<file path="config.mk">
export PLATFORM = sky130hd
export DESIGN_NAME = step_profile_executor
export DESIGN_NICKNAME = d
export VERILOG_FILES = /design/src/rtl/step_profile_executor.sv
export SDC_FILE = /design/constraint.sdc
export NUM_CORES = 2
export LEC_CHECK = 0
export BUFFER_PORTS_ARGS = -buffer_cell sky130_fd_sc_hd__clkbuf_2
export CAP_MARGIN = 20
export CORE_ASPECT_RATIO = 0.5
export CORE_MARGIN = 2
export CORE_UTILIZATION = 57
export CTS_CLUSTER_DIAMETER = 200
export DETAILED_ROUTE_END_ITERATION = 6
export PLACE_DENSITY_LB_ADDON = 0.15
export SETUP_SLACK_MARGIN = 0.02
export SYNTH_ARGS = -nofsm -noshare
export SYNTH_HDL_FRONTEND = slang
export SYNTH_SLANG_ARGS = --single-unit
export TNS_END_PERCENT = 100
</file>
<file path="constraint.sdc">
create_clock -name i_clk -period 8.45 [get_ports i_clk]
set_input_delay 0.845 -clock i_clk [delete_from_list [all_inputs] [get_ports i_clk]]
set_output_delay 0.845 -clock i_clk [all_outputs]
set_load 0.02 [all_outputs]
</file>
<file path="src/rtl/step_profile_executor.sv">
// step_profile_executor: trapezoidal STEP pulse train (accel, cruise, decel) for one stepper axis.
module step_profile_executor #(
  parameter int PULSE_W    = 4,
  parameter int MIN_PERIOD = 8
) (
  input  logic            i_clk,
  input  logic            i_reset,
  input  logic [0:4][31:0] i_par,
  input  logic            i_start,
  input  logic            i_abort,
  output logic            o_step,
  output logic            o_busy,
  output logic            o_finish,
  output logic            o_aborted,
  output logic [31:0]     o_step_count
);
  typedef enum logic [2:0] {IDLE, ACCEL, CRUISE, DECEL, DONE} state_t;
  state_t      r_state;
  logic        r_step, r_busy, r_finish, r_aborted;
  logic [31:0] r_count, r_n, r_na, r_t0, r_tna, r_delta, r_raw, r_per, r_cnt;
  logic [31:0] w_na0, w_raw0, w_raw;
  function automatic logic [31:0] raw_p(input logic [31:0] k, prev, n, na, t0, tna, dl);
    logic [31:0] d;
    logic [32:0] s;
    d = (prev >= dl) ? prev - dl : 32'd0;
    s = {1'b0, prev} + {1'b0, dl};
    if (k < na) return (k == 0) ? t0 : ((d > tna) ? d : tna);
    return (k < n - na) ? tna : ((s > {1'b0, t0}) ? t0 : s[31:0]);
  endfunction
  function automatic state_t phase(input logic [31:0] k, n, na);
    return (k < na) ? ACCEL : ((k < n - na) ? CRUISE : DECEL);
  endfunction
  function automatic logic [31:0] clamp(input logic [31:0] p);
    return (p < 32'(MIN_PERIOD)) ? 32'(MIN_PERIOD) : p;
  endfunction
  // The recurrence runs on unclamped periods; only the timed period is clamped.
  assign w_na0  = (i_par[1] < (i_par[0] >> 1)) ? i_par[1] : (i_par[0] >> 1);
  assign w_raw0 = raw_p(32'd0, 32'd0, i_par[0], w_na0, i_par[2], i_par[3], i_par[4]);
  assign w_raw  = raw_p(r_count, r_raw, r_n, r_na, r_t0, r_tna, r_delta);
  always_ff @(posedge i_clk or posedge i_reset) begin
    if (i_reset) begin
      r_state   <= IDLE;
      r_step    <= 1'b0;
      r_busy    <= 1'b0;
      r_finish  <= 1'b0;
      r_aborted <= 1'b0;
      r_count   <= '0;
      r_n       <= '0;
      r_na      <= '0;
      r_t0      <= '0;
      r_tna     <= '0;
      r_delta   <= '0;
      r_raw     <= '0;
      r_per     <= '0;
      r_cnt     <= '0;
    end else begin
      r_finish  <= 1'b0;
      r_aborted <= 1'b0;
      if (r_busy && i_abort) begin
        r_state   <= IDLE;
        r_step    <= 1'b0;
        r_busy    <= 1'b0;
        r_aborted <= 1'b1;
      end else if (r_state == IDLE) begin
        if (i_start) begin
          r_n     <= i_par[0];
          r_na    <= w_na0;
          r_t0    <= i_par[2];
          r_tna   <= i_par[3];
          r_delta <= i_par[4];
          r_raw   <= w_raw0;
          r_per   <= clamp(w_raw0);
          r_cnt   <= clamp(w_raw0);
          if (i_par[0] == 0) begin
            r_count  <= '0;
            r_finish <= 1'b1;
            r_state  <= DONE;
          end else begin
            r_count <= 32'd1;
            r_step  <= 1'b1;
            r_busy  <= 1'b1;
            r_state <= phase(32'd0, i_par[0], w_na0);
          end
        end
      end else if (r_state == DONE) begin
        r_state <= IDLE;
      end else if (r_cnt == 32'd1) begin
        if (r_count == r_n) begin
          r_step   <= 1'b0;
          r_busy   <= 1'b0;
          r_finish <= 1'b1;
          r_state  <= DONE;
        end else begin
          r_step  <= 1'b1;
          r_count <= r_count + 32'd1;
          r_raw   <= w_raw;
          r_per   <= clamp(w_raw);
          r_cnt   <= clamp(w_raw);
          r_state <= phase(r_count, r_n, r_na);
        end
      end else begin
        r_cnt  <= r_cnt - 32'd1;
        r_step <= (r_per - r_cnt + 32'd1) < 32'(PULSE_W);
      end
    end
  end
  assign o_step       = r_step;
  assign o_busy       = r_busy;
  assign o_finish     = r_finish;
  assign o_aborted    = r_aborted;
  assign o_step_count = r_count;
endmodule

</file>
==> flow_summary.toml <==
[sta]
relSlewSlack = 0.227
fmax_mhz = 122
hold_viol_final = 0
setup_tns_ps = 0
worst_slack_ps = 234
final.setup_skew_ps = 50.7
min_period_over_period = 0.972
setup_viol = 0
worst_pin_slew_ps = 1160
slew_viol_final = 0
min_period_ps = 8220

[worst_setup_path]
crit_start = "r_raw[4]$_DFFE_PP0P_"
worstPathMaxFanout = 6
timing.rr.start = "r_raw[4]$_DFFE_PP0P_"
r2r_end = "r_cnt[2]$_DFFE_PP0P_"
cp.required_ps = 8950
end_kind = "flip-flop"
r2r_slack_ps = 230
cpPeakStageDelay_ps = 470
slowest_stage = "dfrtp_1"
arrival_ps = 8720
crit_end = "r_cnt[2]$_DFFE_PP0P_"
path_class = "flip-flop to flip-flop"
r2r_cells = 35
start_kind = "flip-flop"

[placed_design]
dpl-instance-area_sq_um = 32600
hpwl_um = 93100
portBuffers = 199
preCtsSetupSlack_ps = -63.7
gp_congestion = 1.07

[synthesis]
synth_edf_count = 0
syn_avg_cell_area_sq_um = 7.62
syn_nets = 4485
synth-main-ff-cell = "dfrtp_1"
yosysSeqAreaShare = 0.245
ys_types = 96
synth-seq-cells = 295
synth_top_area_frac = 0.245
synthTopCellsByArea = "dfrtp_1 (25%), ha_1 (15%), o21ai_0 (6.3%)"
syn_area_sq_um = 30100
synth_async_sr_flop_share = 1.00
yosys.area.top_type = "dfrtp_1"
syn-instance-count = 3953
yosysWarnings = 0

[die]
dieWidth_um = 329
core-area_sq_um = 52000
ios = 200
die_y_um = 167
num_rows = 59
die_area_sq_um = 54800
start_util = 0.578

[finish]
final_util = 0.649
design_area_sq_um = 33800
drive_gt1_frac = 0.121
layout.nets = 4701
syn_to_final_growth_pct = 12.3

[detailed_routing]
drt_iter0_drc = 4221
via_per_inst = 6.52
firstDrtPassIters = 7
ant_nets = 0
wl_per_cell_um = 23.9
drt-total-wl_um = 117000
drcViolationCount = 1
vias = 31900

[clock_tree]
cts_tree = "yes"
clock_latency_ps = 630
cts-root-buf = "clkbuf_16"
htreeDepth = 1
clock-sinks = 295
hold_buffers = 0
cts_inserted_buffers = 31
clkSlewWorstSetupHoldPaths_ps = 70
clock_path_buffers = 3

[global_route]
track_usage = 0.414
antenna_found_initial = 6
grt_pass1_vias = 29600
gr-total-overflow = 0
grt_max_degree = 225
grt_pass1_wl_um = 176000

[run_status]
violations = "DRC"
outcome = "finished, violations left"

[hold_path]
min_path_type = "primary input to async pin"

[run]
maxCapViolCount = 0
per-stage QoR:
step,instances,hold slack [ps]
5_1_grt,4892,434
2_1_floorplan,3953,450
4_1_cts,4889,380
3_5_place_dp,4835,471
3_3_place_gp,4835,463
6_report,4893,352
cells in the final DEF, fill, tap and decap left out, drive strengths merged, types with 91 or more instances in the layout:
master	n
nor2	459
nand2	395
o21ai	392
ha	363
inv	302
dfrtp	295
clkbuf	240
a21oi	237
buf	169
xnor2	124
xor2	91
cell families after synthesis:
| logic type | Yosys count | share of synthesized area |
|---|---|---|
| and+or+nand+nor | 1406 | 0.219 |
| AOI/OAI and AO/OA | 1152 | 0.246 |
| DFF | 295 | 0.245 |
| muxes | 24 | 0.00910 |
| adders and majority gates | 373 | 0.156 |
| xor gates and xnor gates | 215 | 0.0626 |
| buffers and inverters | 488 | 0.0620 |
layout make-up:
| type | count | area, sq um |
|---|---|---|
| inverter | 303 | 1140 |
| multi-input combinational | 3170 | 21000 |
| antenna | 2 | 5.00 |
| tap | 701 | 877 |
| timing repair buffer | 368 | 2360 |
| sequential | 295 | 7380 |
| clock buffer | 41 | 853 |
| fill | 4667 | 18200 |
| clock inverter | 13 | 160 |
worst max-delay path: cells and delay by family, from the launching register on:
kind	cells	cell delay, ps
and+or+nand+nor	9	1550
adders and majority gates	2	720
buffers and inverters	4	740
AOI/OAI and AO/OA	19	4430
xor gates and xnor gates	1	170
DFF	1	470
sequential cells by signal (all words and copies together) (netlist names):
register      count
o_step            1
o_step_count     32
r_cnt            32
r_state           3
r_na             32
r_raw            32
o_aborted         1
r_t0             32
o_finish          1
r_n              32
r_delta          32
r_tna            32
r_per            32
o_busy            1
per-layer routing:
layer,vias to the layer above,wire length (um),track usage
li1,14600,-,-
met1,15200,48700,0.584
met2,1793,48900,0.615
met3,298,14600,0.106
met4,8,4680,0.140
met5,-,58,0
synthesized netlist by cell type (all sizes together), types with 65 or more instances:
cell	n
nor3	84
inv	300
xnor2	124
o21ai	392
nor2	459
nand3	77
nand2	395
ha	363
a21o	65
clkbuf	162
xor2	91
dfrtp	295
nand4	70
a21oi	237
timing repair:
| action | in CTS | in global routing |
|---|---|---|
| pin swaps | 0 | 4 |
| setup endpoints to repair | 2 | 8 |
| gates resized for setup | 1 | 31 |
| buffers inserted | 0 | 1 |
| cloned | 0 | 0 |
how the worst min path moves through the flow:
stage	startpoint	to	cells after the start
CTS	i_reset	r_raw[29]$_DFFE_PP0P_	2
detailed placement	r_na[22]$_DFFE_PP0P_	r_na[22]$_DFFE_PP0P_	2
finish	i_reset	r_raw[31]$_DFFE_PP0P_	2
floorplan	r_na[10]$_DFFE_PP0P_	r_na[10]$_DFFE_PP0P_	2
global route	i_reset	r_raw[29]$_DFFE_PP0P_	2
global placement	r_na[2]$_DFFE_PP0P_	r_na[2]$_DFFE_PP0P_	2
Power is left out: the tool's default activity adds up to more than one toggle a clock period on the data nets, which glitch-free logic cannot reach.
